**src/rtl/trig_multi.sv**
```systemverilog
// Multi-source trigger unit: selects one asynchronous source, synchronizes it,
// detects edges and runs the IDLE/ARMED/TRIG/HOLDOFF trigger state machine.
module trig_multi #(
    parameter int NUM_SRC     = 4,
    parameter int SYNC_STAGES = 2,
    parameter int HOLDOFF_W   = 16,
    parameter int CNT_W       = 8
) (
    input  logic                       clk,
    input  logic                       rst,
    input  logic [NUM_SRC-1:0]         trig_in,
    input  logic [$clog2(NUM_SRC)-1:0] trig_src,
    input  logic [1:0]                 trig_mode,
    input  logic                       trig_en,
    input  logic                       armed,
    input  logic                       set_capture_done,
    input  logic [HOLDOFF_W-1:0]       holdoff,
    output logic                       triggered,
    output logic                       trig_pulse,
    output logic [1:0]                 trig_state,
    output logic [CNT_W-1:0]           trig_cnt
);

    localparam int SRC_W    = $clog2(NUM_SRC);
    localparam int SETTLE_W = $clog2(SYNC_STAGES + 2);
    localparam logic [SETTLE_W-1:0] SETTLE_DONE = SETTLE_W'(SYNC_STAGES + 1);

    typedef enum logic [1:0] {
        IDLE    = 2'd0,
        ARMED   = 2'd1,
        TRIG    = 2'd2,
        HOLDOFF = 2'd3
    } state_t;

    state_t                  state, state_nxt;
    logic                    src_sel;
    logic [SYNC_STAGES-1:0]  sync_p0;
    logic                    prev_p1;
    logic                    cur;
    logic [SRC_W-1:0]        src_q;
    logic                    src_chg;
    logic [SETTLE_W-1:0]     settle_cnt;
    logic                    suppress;
    logic                    edge_rise, edge_fall, edge_hit;
    logic [HOLDOFF_W-1:0]    hold_cnt;
    logic                    fire;
    logic                    pulse_q;
    logic [CNT_W-1:0]        cnt_q;

    // Source mux: out-of-range selects read as a quiet (low) source
    always_comb begin
        src_sel = 1'b0;
        for (int i = 0; i < NUM_SRC; i++) begin
            if (trig_src == SRC_W'(i)) src_sel = trig_in[i];
        end
    end

    // Stage p0: synchronizer chain, stage p1: history flop for edge detection
    always_ff @(posedge clk or posedge rst) begin
        if (rst) begin
            sync_p0 <= '0;
            prev_p1 <= 1'b0;
        end else begin
            sync_p0 <= {sync_p0[SYNC_STAGES-2:0], src_sel};
            prev_p1 <= sync_p0[SYNC_STAGES-1];
        end
    end

    assign cur       = sync_p0[SYNC_STAGES-1];
    assign edge_rise = cur & ~prev_p1;
    assign edge_fall = ~cur & prev_p1;

    // Blanking: the chain holds stale data after reset or a source switch, so
    // events stay masked until the new source has fully reached the history flop.
    assign src_chg  = (trig_src != src_q);
    assign suppress = src_chg | (settle_cnt != SETTLE_DONE);

    always_ff @(posedge clk or posedge rst) begin
        if (rst) begin
            src_q      <= '0;
            settle_cnt <= '0;
        end else begin
            src_q <= trig_src;
            if (src_chg)
                settle_cnt <= '0;
            else if (settle_cnt != SETTLE_DONE)
                settle_cnt <= settle_cnt + SETTLE_W'(1);
        end
    end

    always_comb begin
        edge_hit = 1'b0;
        case (trig_mode)
            2'b00:   edge_hit = edge_rise;
            2'b01:   edge_hit = edge_fall;
            2'b10:   edge_hit = edge_rise | edge_fall;
            default: edge_hit = 1'b0;
        endcase
    end

    always_ff @(posedge clk or posedge rst) begin
        if (rst) state <= IDLE;
        else     state <= state_nxt;
    end

    always_comb begin
        state_nxt = state;
        case (state)
            IDLE: begin
                if (armed && trig_en) state_nxt = ARMED;
            end
            ARMED: begin
                if (!armed || !trig_en)
                    state_nxt = IDLE;
                else if (!set_capture_done &&
                         (trig_mode == 2'b11 || (edge_hit && !suppress)))
                    state_nxt = TRIG;
            end
            TRIG: begin
                if (set_capture_done)
                    state_nxt = (holdoff == '0) ? IDLE : HOLDOFF;
            end
            HOLDOFF: begin
                if (hold_cnt == '0) state_nxt = IDLE;
            end
            default: state_nxt = IDLE;
        endcase
    end

    // Holdoff length is latched on entry so later holdoff changes do not matter
    always_ff @(posedge clk or posedge rst) begin
        if (rst) begin
            hold_cnt <= '0;
        end else if (state == TRIG && state_nxt == HOLDOFF) begin
            hold_cnt <= holdoff - HOLDOFF_W'(1);
        end else if (state == HOLDOFF && hold_cnt != '0) begin
            hold_cnt <= hold_cnt - HOLDOFF_W'(1);
        end
    end

    assign fire = (state == ARMED) && (state_nxt == TRIG);

    always_ff @(posedge clk or posedge rst) begin
        if (rst) begin
            pulse_q <= 1'b0;
            cnt_q   <= '0;
        end else begin
            pulse_q <= fire;
            if (fire) cnt_q <= cnt_q + CNT_W'(1);
        end
    end

    assign triggered  = (state == TRIG);
    assign trig_pulse = pulse_q;
    assign trig_state = state;
    assign trig_cnt   = cnt_q;

endmodule

```
**config.mk**
```make
export PLATFORM = sky130hd
export DESIGN_NAME = trig_multi
export DESIGN_NICKNAME = d
export VERILOG_FILES = /design/src/rtl/trig_multi.sv
export SDC_FILE = /design/constraint.sdc
export NUM_CORES = 1
export LEC_CHECK = 0
export BUFFER_PORTS_ARGS = -buffer_cell sky130_fd_sc_hd__buf_2
export CORE_UTILIZATION = 30
export CTS_BUF_LIST = sky130_fd_sc_hd__clkbuf_2
export DETAILED_ROUTE_END_ITERATION = 8
export GPL_TIMING_DRIVEN = 0
export HOLD_SLACK_MARGIN = 0.15
export PLACE_DENSITY = 0.57
export SYNTH_ARGS = -nofsm -noshare
export SYNTH_HDL_FRONTEND = slang
export SYNTH_SLANG_ARGS = --single-unit
export TNS_END_PERCENT = 30
```
**constraint.sdc**
```tcl
create_clock -name clk -period 2.9 [get_ports clk]
set_input_delay 0.29 -clock clk [delete_from_list [all_inputs] [get_ports clk]]
set_output_delay 0.29 -clock clk [all_outputs]
set_load 0.02 [all_outputs]
```
==> flow_summary.rst <==
.. list-table::
   :header-rows: 1

   * - Metric
     - Value
   * - Maximum clock insertion buffer count
     - 2
   * - Non-filler instance count after layout
     - 371
   * - Initial core utilization
     - 0.313
   * - Max Clock Skew
     - around 20 ps
   * - Worst r2r dst
     - hold_cnt[14]
   * - Place WS
     - -699 ps
   * - Post-layout nets
     - 308
   * - Row count
     - 30
   * - Net switching fraction of the power
     - 0.416
   * - Part of the total power dissipated in the clock network
     - 0.140
   * - Crit share post-route
     - 0.936
   * - I/O pin total
     - 41
   * - Post-synth EDFFs
     - 0
   * - Endpoint type of the worst setup path
     - flop
   * - Pwr Total
     - 1.69 mW
   * - Mean number of vias per cell
     - 4.99
   * - Clock transition at the registers of the reported paths
     - 200 ps
   * - Most common cell after layout, fill and taps aside
     - buf_2
   * - Slack of the worst reg-to-reg path
     - about 250 ps
   * - Number of storage elements in the synthesis netlist
     - 34
   * - Layout overhead on the synthesized area
     - 23.0%
   * - Number of warning messages in the yosys log
     - 0
   * - Max-cap violations
     - 0
   * - Wirelength per Cell
     - 13.7 um
   * - Syn_area_per_cell
     - ~10 um^2
   * - First-pass GRT wire length
     - 8690 um
   * - Delay of the slowest cell on the worst path
     - 540 ps
   * - Post-layout min period
     - 2710 ps
   * - Part of the Yosys area used for sequential elements
     - 0.395
   * - Part of the power in registers
     - 0.439
   * - Remaining max-slew budget at the tightest pin
     - 0.418
   * - Clk Latency, worst-skew pair
     - roughly 400 ps
   * - Placer congestion estimate
     - 0.811
   * - Number of clock sinks
     - 34
   * - Die area
     - 0.00752 mm^2
   * - Crit path max fanout
     - 10
   * - Unrepaired setup endpoints after global routing
     - false
   * - Maximum number of pins on one net before global-route repair
     - 35
   * - Antenna-violating nets left
     - 0
   * - Largest area contributor in the netlist
     - dfrtp_1
   * - Worst path setup slack after routing
     - 187 ps
   * - Peak supply drop
     - 0.176 mV
   * - Fin util
     - 0.385
   * - Worst r2r src
     - trig_state[0]
   * - Min-Delay Endpoint
     - hold_cnt[6]
   * - Synthesized cell area
     - approximately 0.0022 mm^2
   * - Sum of overflow across all layers after global routing
     - 0
   * - Count of placed standard cells including taps
     - roughly 360
   * - Hold Fails Final Rpt
     - 0
   * - Endpoint arrival time on the critical path
     - 3070 ps
   * - Cell variety after synth
     - 50
   * - Share of the synthesized area in the top cell type
     - 0.395
   * - Core ar.
     - roughly 0.0069 mm^2
   * - Dominant cells by area after synthesis
     - dfrtp_1 (40%), xor2_1 (7.7%), mux2i_1 (5.6%)
   * - Cell count of the worst hold path
     - 3
   * - Power share of the combinational group
     - 0.421
   * - Top_reg_cell synth
     - dfrtp_1
   * - Cell count after synthesis
     - 219
   * - Die Span X
     - 86.7 um
   * - Origin of the worst min-delay path
     - holdoff[6]
   * - Die Y
     - approximately 87 um
   * - Switch Pwr
     - 0.702 mW
   * - Crit path required time
     - 3260 ps
   * - Worst Max-Slew Pin Slew
     - 870 ps
   * - First-pass DRT Iterations
     - 6
   * - Power density cells
     - 638 mW/mm^2
   * - Internal power consumption
     - around 1 mW
   * - Layout Cell Area excl Fill
     - between 0.002 and 0.003 mm^2
   * - Status
     - completed
   * - Kind of start point of the critical path
     - input port
   * - Cell Chain, Critical Path
     - buf_2 -> nor3_2 -> nand3_1 -> o41ai_4 -> mux2i_1 -> ha_2 -> o311a_1 -> clkbuf_4 -> o2111ai_1 -> mux2i_1 -> o31a_1
   * - Synthesized Nets
     - 253
   * - DRC Markers
     - 0
   * - Worst hold-check path type
     - in2reg
   * - TritonCTS clock tree
     - done
   * - Total Wirelength
     - between 5000 and 6000 um
   * - Hold Worst Slack
     - about 190 ps
   * - FMAX
     - approximately 0.37 GHz
   * - Most frequent cell on the critical path
     - mux2i_1
   * - Static leakage
     - between 1 and 1.5 nW
   * - Clock tree root driver cell
     - clkbuf_2
   * - Aggregate negative setup slack
     - 0 ps
   * - Post-detailed-placement half-perimeter wirelength
     - 3620 um
   * - Cell area reported after detailed placement
     - about 0.0025 mm^2
   * - Number of antenna violations at the first check in global routing
     - 0
   * - Fraction of synthesis flops using an asynchronous set or reset pin
     - 1.00
   * - Commonest cells after routing, fill and taps aside
     - buf_2 (43), dfrtp_1 (33), nor2_1 (21)
   * - Startpoint-to-endpoint class of the critical path
     - in2reg
   * - Via count of the routed design
     - 1850
   * - Max H-tree Level
     - 2
   * - Total of buffers placed on input and output ports
     - 40
   * - Slowest cell on the critical path
     - nor3_2
   * - Number of buffers created by CTS
     - 5
   * - Initial detailed-routing violation count
     - 79
   * - Final count of pins violating max slew
     - 0
   * - Depth of the most critical reg-to-reg path
     - 11
   * - Antenna diodes
     - 0
   * - Via count of the first global-routing pass
     - around 1.8k
   * - Overall fraction of global-route tracks in use
     - 0.151
   * - Fraction of final layout cells with drive strength greater than 1
     - 0.265
   * - Final number of setup-violating endpoints
     - 0
-- layer usage --
layer | part of all wire | GRT usage
met5 | 0 | 0
met4 | 0.020 | 0.0682
met3 | 0.035 | 0.0352
met2 | 0.48 | 0.250
met1 | 0.46 | 0.187
-- how the worst max path moves through the flow --
stage / from / to / slack, ps
CTS: holdoff[5] / hold_cnt[14] / 40
finish: holdoff[1] / hold_cnt[14] / 190
global placement: holdoff[5] / hold_cnt[14] / -730
global route: trig_state[0] / hold_cnt[14] / 20
floorplan: holdoff[9] / hold_cnt[14] / 90
detailed placement: holdoff[5] / hold_cnt[14] / -700
-- final cells by class --
cell class | count | area, um^2
Buffer | 7 | 52.6
Clock buffer | 5 | 25.0
Clock inverter | 3 | 16.3
Fill cell | 692 | 4220
Inverter | 7 | 26.3
Multi-Input combinational cell | 170 | 1270
Sequential cell | 34 | 852
Tap cell | 96 | 120
Timing Repair Buffer | 49 | 283
-- timing repair --
action / 4_1_cts / 5_1_grt
endpoints found under the hold margin: 5 / 34
setup endpoints to repair: 5 / 5
buffers inserted: 2 / 1
pin swaps: 1 / 0
hold buffers: 5 / 1
resized for setup: 3 / 5
-- flip-flops by register name, indices dropped and copies added (netlist names) --
name / count
settle_cnt: 2
prev_p1: 1
sync_p0: 2
src_q: 2
hold_cnt: 16
trig_state: 2
trig_pulse: 1
trig_cnt: 8
-- critical path: cells and delay by family --
family | cells | cell delay (ps)
buffers and inverters | 2 | 350
adders and majority gates | 1 | 250
AOI/OAI and AO/OA | 4 | 940
and+or+nand+nor | 2 | 810
muxes | 2 | 430
-- power groups by stage --
stage          Clock [mW]  Sequential (mW)  Combinational [mW]
2_1_floorplan           0            0.741               0.497
3_3_place_gp            0            0.748               0.672
3_5_place_dp            0            0.749               0.681
4_1_cts             0.245            0.740               0.702
5_1_grt             0.264            0.764               0.798
6_report            0.237            0.740               0.710
-- cells in the mapped netlist, drive strengths merged, types with 4 or more instances --
master / count
nor2: 22
o21ai: 7
ha: 5
nand3b: 5
nand3: 10
dfrtp: 34
and3: 4
xnor2: 11
a21oi: 6
nand2: 13
inv: 7
mux2i: 12
nand4: 8
nor3: 5
nand4b: 4
buf: 5
xor2: 19
-- cell families after synthesis --
family / count (synthesis) / synth area share
AO/OA/AOI/OAI: 31 / 0.106
XOR/XNOR: 30 / 0.122
adder cells (fa/ha/maj): 5 / 0.0291
buffers and inverters: 15 / 0.0349
flip-flops: 34 / 0.395
multiplexers: 15 / 0.0767
AND/OR/NAND/NOR: 89 / 0.235
No activity file was read; power rests on OpenSTA's default activity.
